==> config.mk <==
export PLATFORM = sky130hd
export DESIGN_NAME = syn_fifo_lvl
export DESIGN_NICKNAME = d
export VERILOG_FILES = /design/src/rtl/syn_fifo_lvl.sv
export SDC_FILE = /design/constraint.sdc
export NUM_CORES = 1
export LEC_CHECK = 0
export BUFFER_PORTS_ARGS = -buffer_cell sky130_fd_sc_hd__buf_2
export CORE_MARGIN = 2
export CORE_UTILIZATION = 60
export CTS_CLUSTER_SIZE = 20
export DETAILED_ROUTE_END_ITERATION = 7
export GPL_TIMING_DRIVEN = 1
export PLACE_DENSITY = 0.79
export SYNTH_ARGS = -nofsm -noshare
export SYNTH_HDL_FRONTEND = slang
export SYNTH_SLANG_ARGS = --single-unit
==> constraint.sdc <==
create_clock -name clk -period 3.9 [get_ports clk]
set_input_delay 0.585 -clock clk [delete_from_list [all_inputs] [get_ports clk]]
set_output_delay 0.585 -clock clk [all_outputs]
set_load 0.02 [all_outputs]
==> src/rtl/syn_fifo_lvl.sv <==
// Purpose: single-clock FIFO with registered level, almost-full/empty thresholds and sticky overflow/underflow flags.
// Latency: 1-cycle read data in standard mode; 2-cycle write-to-visible in FWFT mode (build with SYN_FIFO_LVL_FWFT_EN).
// Backpressure: writes while full and reads while empty are dropped and flagged (ovf/udf); producer must honour full.
module syn_fifo_lvl #(
    parameter int DLY        = 1,
    parameter int DATA_WIDTH = 8,
    parameter int ADDR_WIDTH = 4
) (
    input  logic                  clk,
    input  logic                  rst,
    input  logic                  clr,
    input  logic                  wen,
    input  logic [DATA_WIDTH-1:0] din,
    input  logic                  ren,
    output logic [DATA_WIDTH-1:0] dout,
    input  logic [ADDR_WIDTH:0]   afull_lvl,
    input  logic [ADDR_WIDTH:0]   aempty_lvl,
    output logic [ADDR_WIDTH:0]   count,
    output logic                  full,
    output logic                  empty,
    output logic                  alfull,
    output logic                  alempty,
    output logic                  ovf,
    output logic                  udf
);

    localparam int DEPTH = 1 << ADDR_WIDTH;
    localparam logic [ADDR_WIDTH:0] DEPTH_CNT = DEPTH[ADDR_WIDTH:0];

    // DLY only shapes simulation models of this block; register updates here carry no delay.
    if (ADDR_WIDTH < 1 || DLY < 0) begin : g_param_check
        $error("syn_fifo_lvl: ADDR_WIDTH must be >= 1 and DLY >= 0");
    end

    logic [DATA_WIDTH-1:0] mem [DEPTH];
    logic [ADDR_WIDTH:0]   wr_ptr;
    logic [ADDR_WIDTH:0]   rd_ptr;
    logic [ADDR_WIDTH:0]   count_q;
    logic [DATA_WIDTH-1:0] dout_q;
    logic                  ovf_q;
    logic                  udf_q;

    logic flush;
    logic wr_acc;
    logic wr_rej;
    logic rd_acc;
    logic rd_rej;
    logic mem_rd;

    // rst and clr both flush; any request in a flushing cycle is ignored.
    assign flush  = rst | clr;
    // full is judged on the registered count, before this cycle's read.
    assign full   = (count_q == DEPTH_CNT);
    assign wr_acc = wen & ~full & ~flush;
    assign wr_rej = wen &  full & ~flush;

`ifdef SYN_FIFO_LVL_FWFT_EN
    logic out_vld;
    logic mem_empty;

    // Array is empty when both pointers, including the wrap bit, agree.
    assign mem_empty = (wr_ptr == rd_ptr);
    assign empty     = ~out_vld;
    assign rd_acc    = ren &  out_vld & ~flush;
    assign rd_rej    = ren & ~out_vld & ~flush;
    // Prefetch whenever the output stage is free or being consumed this cycle.
    assign mem_rd    = ~mem_empty & (~out_vld | rd_acc) & ~flush;

    // Output stage: head word plus its valid bit; a flush in FWFT mode also clears the word.
    always_ff @(posedge clk) begin
        if (flush) begin
            dout_q  <= '0;
            out_vld <= 1'b0;
        end else if (mem_rd) begin
            dout_q  <= mem[rd_ptr[ADDR_WIDTH-1:0]];
            out_vld <= 1'b1;
        end else if (rd_acc) begin
            out_vld <= 1'b0;
        end
    end
`else
    assign empty  = (count_q == '0);
    assign rd_acc = ren & ~empty & ~flush;
    assign rd_rej = ren &  empty & ~flush;
    assign mem_rd = rd_acc;

    // Read register: rst zeroes it, clr leaves the last word visible, a rejected read leaves it alone.
    always_ff @(posedge clk) begin
        if (rst) begin
            dout_q <= '0;
        end else if (!clr && mem_rd) begin
            dout_q <= mem[rd_ptr[ADDR_WIDTH-1:0]];
        end
    end
`endif

    // Storage array: written on accepted writes only, no reset needed.
    always_ff @(posedge clk) begin
        if (wr_acc) begin
            mem[wr_ptr[ADDR_WIDTH-1:0]] <= din;
        end
    end

    // Pointers wrap naturally modulo 2^(ADDR_WIDTH+1).
    always_ff @(posedge clk) begin
        if (flush) begin
            wr_ptr <= '0;
            rd_ptr <= '0;
        end else begin
            if (wr_acc) wr_ptr <= wr_ptr + 1'b1;
            if (mem_rd) rd_ptr <= rd_ptr + 1'b1;
        end
    end

    // Occupancy counts every held word, including one parked in the FWFT output stage.
    always_ff @(posedge clk) begin
        if (flush) begin
            count_q <= '0;
        end else begin
            case ({wr_acc, rd_acc})
                2'b10:   count_q <= count_q + 1'b1;
                2'b01:   count_q <= count_q - 1'b1;
                default: count_q <= count_q;
            endcase
        end
    end

    // Sticky error flags, cleared only by a flush.
    always_ff @(posedge clk) begin
        if (flush) begin
            ovf_q <= 1'b0;
            udf_q <= 1'b0;
        end else begin
            ovf_q <= ovf_q | wr_rej;
            udf_q <= udf_q | rd_rej;
        end
    end

    assign dout    = dout_q;
    assign count   = count_q;
    assign alfull  = (count_q >= afull_lvl);
    assign alempty = (count_q <= aempty_lvl);
    assign ovf     = ovf_q;
    assign udf     = udf_q;

endmodule
==> results of run 1 <==
==> tightest hold or removal path, stage by stage <==
cell,delay [ns]
buf_2,0.09
a21oi_1,0.05
nor2_1,0.07
==> final cells by class <==
class	instances	area, um2
timing repair buffer	50	273
fill	635	3090
multi-input combinational	192	1890
tap	136	170
sequential	151	4310
clock buffer	17	414
inverter	18	67.6
clock inverter	14	116
==> report_power, final <==
group / total [uW] / internal (uW) / switching, uW
sequential: 1760 / 1750 / 3.81
combinational: 78.9 / 27.6 / 51.4
clock: 1460 / 793 / 671
total: 3300 / 2570 / 727
==> placed cells by master, fill, tap and decap left out, types with 5 or more instances in the layout <==
cell type / Yosys / final
nor2_1: 28 / 28
mux4_1: 10 / 10
a21oi_1: 19 / 19
clkinvlp_4: 0 / 5
nand2_1: 8 / 8
xor2_1: 5 / 5
edfxtp_1: 128 / 128
buf_4: 2 / 9
dfxtp_1: 23 / 22
ha_1: 19 / 19
nor2b_1: 6 / 6
o22ai_1: 15 / 15
nand2b_1: 5 / 5
nor3_1: 5 / 5
and2b_1: 5 / 5
buf_2: 5 / 41
mux4_2: 22 / 22
clkbuf_16: 0 / 16
inv_1: 18 / 18
mux2_2: 8 / 8
==> state kept, by name, summed over array words and instances (netlist names) <==
signal  count
mem       128
dout        8
count       5
rd_ptr      4
wr_ptr      4
ovf         1
udf         1
==> how the worst max path moves through the flow <==
stage | startpoint | endpoint | slack (ns) | cells past startpoint
2_1_floorplan | rst | count[4] | 0.89 | 12
3_3_place_gp | rst | count[4] | 0.81 | 12
3_5_place_dp | rst | count[4] | 0.67 | 12
4_1_cts | count[2] | count[4] | 0.93 | 11
5_1_grt | count[1] | count[4] | 0.67 | 11
6_report | count[2] | count[4] | 0.87 | 11
==> stage by stage <==
stage / setup WS (ns) / power, uW / cell area, um2 / utilization [%] / hold slack (ns)
floorplan: 0.890 / 1830 / 6380 / - / 0.554
global placement: 0.805 / 1870 / 6700 / 64.9 / 0.451
detailed placement: 0.669 / 1870 / 6700 / 64.9 / 0.449
CTS: 0.927 / 3320 / 7230 / 70.1 / 0.290
global route: 0.673 / 3400 / 7230 / 70.1 / 0.309
finish: 0.874 / 3300 / 7230 / 70.1 / 0.311
==> routing by layer <==
layer	up-vias	part of all wire, %	track usage [%]
met1	1762	41	30.4
li1	1580	-	-
met4	0	1.7	8.53
met3	15	4.9	5.78
met2	98	52	39.4
met5	-	0	0
==> cell families after synthesis <==
logic type | after synthesis
compound gates | 51
xor+xnor | 8
fa+ha+maj | 19
buf+inv | 35
flops | 151
mux | 42
simple gates | 72
==> results.toml, run 1 <==
[synthesis]
synth_edf_count = 128
synth_compound_area_share_pct = 5.23
ys.flop_type = "edfxtp_1"
synth_top_family_by_area = "multiplexers"
yosysSeqAreaShare_pct = 67.4
synth_xor_area_share_pct = 1.10
syn-mean-instance-area_um2 = 16.9
synth.area.mux_share_pct = 13.6
syn-cell-area_um2 = 6380
synthCells = 378
synth_seq_cells = 151
synth_warnings = 0
synthesis.nets = 420
synthAdderAreaFrac_pct = 3.72
synth_simple_gate_area_share_pct = 5.92
synth_top_area_share_pct = 60.2
yosysMostFrequentCell = "edfxtp_1"
yosys-top-cells-count = "edfxtp_1 (128), nor2_1 (28), dfxtp_1 (23), mux4_2 (22)"
yosysUniqueCellTypes = 45
yosysTopAreaCell = "edfxtp_1"
synth_async_sr_flop_share_pct = 0
synth_area_leaders = "edfxtp_1 (60%), mux4_2 (7.8%), dfxtp_1 (7.2%)"

[clock_network]
cts_buffers = 17
cts_hold_buf = 0
cts_max_level = 4
path_clk_slew_ns = 0.06
cts.repair.resized = 0
insertion_delay_ns = 0.53
cts_setup_buffers = 0
cts_tree = "yes"
cts_buffer_depth = 2
clock-sinks = 151
cts_root_buffer = "clkbuf_8"

[setup_path]
r2r_start = "count[2]"
r2r_cells = 11
r2r_setup_slack_ns = 0.87
r2r_end = "count[4]"
crit_arrival_ns = 3.49
worstSetupStartpointType = "register"
required_ns = 4.36
slowest_delay_ns = 0.58
cp_top_family = "compound AO/OA/AOI/OAI gates"
slowest_stage = "dfxtp_1"
crit_fanout = 10
critPathKind = "reg -> reg"
crit_path_end_kind = "register"
path_cells = "nor4_4, a211oi_2, inv_1, ha_1, xor2_1, ha_1, a211o_1, a21oi_1, a221oi_1, or3_1, a21oi_1"
worst-path-buf-inv = 1

[global_route]
grt_pass1_vias = 3536
grt_overflow = 0
antenna_found_initial = 0
grt_max_degree = 25
grt_use_total_pct = 23.6
grt_first_pass_wirelength_um = 19300

[die]
core_um2 = 10300
die_w_um = 107
initial_utilization_pct = 61.8
ios = 42
row_count = 37
die_y_um = 107
die_area_um2 = 11500

[sta]
relSlewSlack_pct = 37.5
tns_ns = 0
setup_viol = 0
worst-slew-pin-transition_ns = 0.933
fin_crit_sh_pct = 77.6
hold_viol_final = 0
period_needed_ns = 3.03
timing.fmax_ghz = 0.331
rsz0062_at_grt = "false"
skew_ns = 0.00625
slew_viol_final = 0

[cells_and_area]
syn_to_final_growth_pct = 13.3
nNetsFinal = 472
num_antenna_cells = 0
final_cells = 578
final_layout_size_suffix_gt1_share_pct = 26.7

[outcome]
run_status = "finished clean"

[routing]
wl_per_cell_um = 21.5
wirelength_um = 12400
drtIter0Drc = 238
antenna_left = 0
via_per_inst = 5.98
vias = 3455
drc = 0
first_pass_iters = 4

[placement]
dp.final_hpwl_um = 7960
dp_cells = 547
port_buffers = 41
place_congestion = 0.829

[pwr]
p_leak_uw = 0.00253
ir_drop_v = 0.000366
power_density_nw_per_um2 = 456

[hold_path]
hold_class = "in -> reg"
min_to = "udf"
hp-start = "ren"
holdPathStages = 3

[run]
maxCapViolations = 0
(Power assumes the default switching activity.)
==> run 2, diff against run 1 <==
--- a/config.mk
+++ b/config.mk
@@ -7,11 +7,11 @@
 export LEC_CHECK = 0
 export BUFFER_PORTS_ARGS = -buffer_cell sky130_fd_sc_hd__buf_2
 export CORE_MARGIN = 2
-export CORE_UTILIZATION = 60
+export CORE_UTILIZATION = 54
 export CTS_CLUSTER_SIZE = 20
 export DETAILED_ROUTE_END_ITERATION = 7
 export GPL_TIMING_DRIVEN = 1
-export PLACE_DENSITY = 0.79
+export PLACE_DENSITY = 0.75
 export SYNTH_ARGS = -nofsm -noshare
 export SYNTH_HDL_FRONTEND = slang
 export SYNTH_SLANG_ARGS = --single-unit
==> constraint.sdc (replaced) <==
create_clock -name clk -period 2.7 [get_ports clk]
set_input_delay 0.405 -clock clk [delete_from_list [all_inputs] [get_ports clk]]
set_output_delay 0.405 -clock clk [all_outputs]
set_load 0.02 [all_outputs]
==> run 2 against run 1 <==
Compared with the run above: first-iteration DRC count grew 68%; via count rose by 3.6%; critical path type unchanged; core utilization shrank 5.1 points; final cell count is 5.5% higher; sequential cell count stayed put.
==> results.toml, run 2 (synthesized netlist as in run 1, its figures left out) <==
[clock_network]
clock-sinks = 151
insertion_delay_ns = 0.42
cts_hold_buf = 0
cts_buffer_depth = 2
cts_root_buffer = "clkbuf_16"
cts_buffers = 17
cts_max_level = 4
cts_tree = "yes"
path_clk_slew_ns = 0.06

[setup_path]
slowest_delay_ns = 0.39
path_cells = "nor4_4, buf_4, a211oi_2, inv_1, ha_4, xor2_1, ha_2, a211o_1, a21oi_1, a221oi_1, or3_1, a21oi_1"
crit_path_end_kind = "register"
crit_top_cell = "a21oi_1"
cp_top_family = "compound AO/OA/AOI/OAI gates"
worstSetupStartpointType = "register"
r2r_start = "count[1]"
r2r_end = "count[4]"
worst-path-buf-inv = 2
critPathKind = "reg -> reg"
slowest_stage = "dfxtp_1"
r2r_setup_slack_ns = 0.14
r2r_cells = 12
required_ns = 3.04
crit_arrival_ns = 2.90
crit_fanout = 6

[cells_and_area]
final_layout_size_suffix_gt1_share_pct = 30.0
final_core_util_pct = 65.0
final_cells = 610
num_antenna_cells = 0
syn_to_final_growth_pct = 16.7
largest_register_ffs = 128
nNetsFinal = 496
layout_common_cells = "edfxtp_1 (128), buf_2 (41), buf_4 (32)"
fill_cells = 775
layout_commonest_cell = "edfxtp_1"

[die]
die_y_um = 113
die_w_um = 113
row_count = 39
core_um2 = 11500
ios = 42
die_area_um2 = 12700
initial_utilization_pct = 55.7

[routing]
antenna_left = 0
drc = 0
vias = 3578
wirelength_um = 12800
wl_per_cell_um = 20.9
via_per_inst = 5.87
first_pass_iters = 5
drtIter0Drc = 401

[sta]
rsz0062_at_grt = "true"
slew_viol_final = 0
worst_hold_slack_ns = 0.234
timing.fmax_ghz = 0.391
period_needed_ns = 2.56
timing.final.ws_setup_ns = 0.143
worst-slew-pin-transition_ns = 0.613
setup_viol = 0
skew_ns = 0.0134
tns_ns = 0
hold_viol_final = 0
relSlewSlack_pct = 59.2
fin_crit_sh_pct = 94.7

[global_route]
antenna_found_initial = 0
grt_first_pass_wirelength_um = 19900
grt_pass1_vias = 3573
grt_use_total_pct = 21.4
grt_max_degree = 34
grt_overflow = 0

[hold_path]
holdPathStages = 3
min_to = "ovf"
hp-start = "wen"
hold_class = "in -> reg"

[pwr]
power_density_nw_per_um2 = 647
ir_drop_v = 0.000528
p_leak_uw = 0.00267

[placement]
dp.final_hpwl_um = 8440
pre_cts_ws_ns = -0.0545
place_congestion = 0.841
port_buffers = 41
dp_cells = 577

[outcome]
run_status = "finished clean"

[run]
maxCapViolations = 0
==> run 2: changes by cell type in the layout (fill, tap and decap cells not counted), sizes merged <==
| cell | previous run | this run |
|---|---|---|
| buf | 50 | 74 |
| bufinv | 0 | 1 |
| clkbuf | 17 | 20 |
| clkinv | 3 | 7 |
| clkinvlp | 5 | 2 |
| inv | 24 | 20 |
==> run 2: timing repair <==
item,4_1_cts,5_1_grt
resized for setup,0,1
setup endpoints to repair,0,1
endpoints found under the hold margin,0,0
setup buffers,0,1
==> run 2: cell type report <==
| cell class | instances | area [um2] | area share [%] |
|---|---|---|---|
| inverters | 18 | 67.6 | 0.907 |
| well taps | 143 | 179 | 2.40 |
| repair buffers | 74 | 457 | 6.13 |
| multi-input cells | 192 | 1900 | 25.5 |
| clock inverters | 12 | 104 | 1.39 |
| flip-flops and latches | 151 | 4310 | 57.8 |
| clock buffers | 20 | 437 | 5.86 |
==> run 2: worst max-delay path by stage <==
stage	cells after the start	end	start	slack [ns]
floorplan	12	count[4]	rst	-0.02
global placement	12	count[4]	rst	0.03
detailed placement	12	count[4]	rst	-0.05
CTS	11	count[4]	count[2]	0.1
global route	12	count[4]	count[1]	-0.004
finish	12	count[4]	count[1]	0.14
==> run 2: power by group <==
group	switching [uW]	leakage, uW	internal (uW)
Sequential	4.83	0.00134	2530
Combinational	78.2	0.00107	44.4
Clock	899	0.000259	1260
==> run 2: worst min-delay path, cell delays in order <==
cell     delay, ns
buf_2         0.09
a21oi_1       0.05
nor2_1        0.07
==> run 2: routing by layer <==
layer  GRT usage (%)  vias up  share of wire [%]  wire length [um]
met5               0        -                  0                 0
li1                -     1636                  -                 -
met2            34.5      140                 51              6490
met1            28.9     1790                 41              5190
met4            8.46        0                1.2               159
met3            4.87       12                7.1               907
==> run 2: metrics by stage <==
stage	area (um2)	total power [uW]
2_1_floorplan	6400	2640
3_3_place_gp	6900	2700
3_5_place_dp	6900	2710
4_1_cts	7440	4860
5_1_grt	7450	4970
6_report	7450	4830
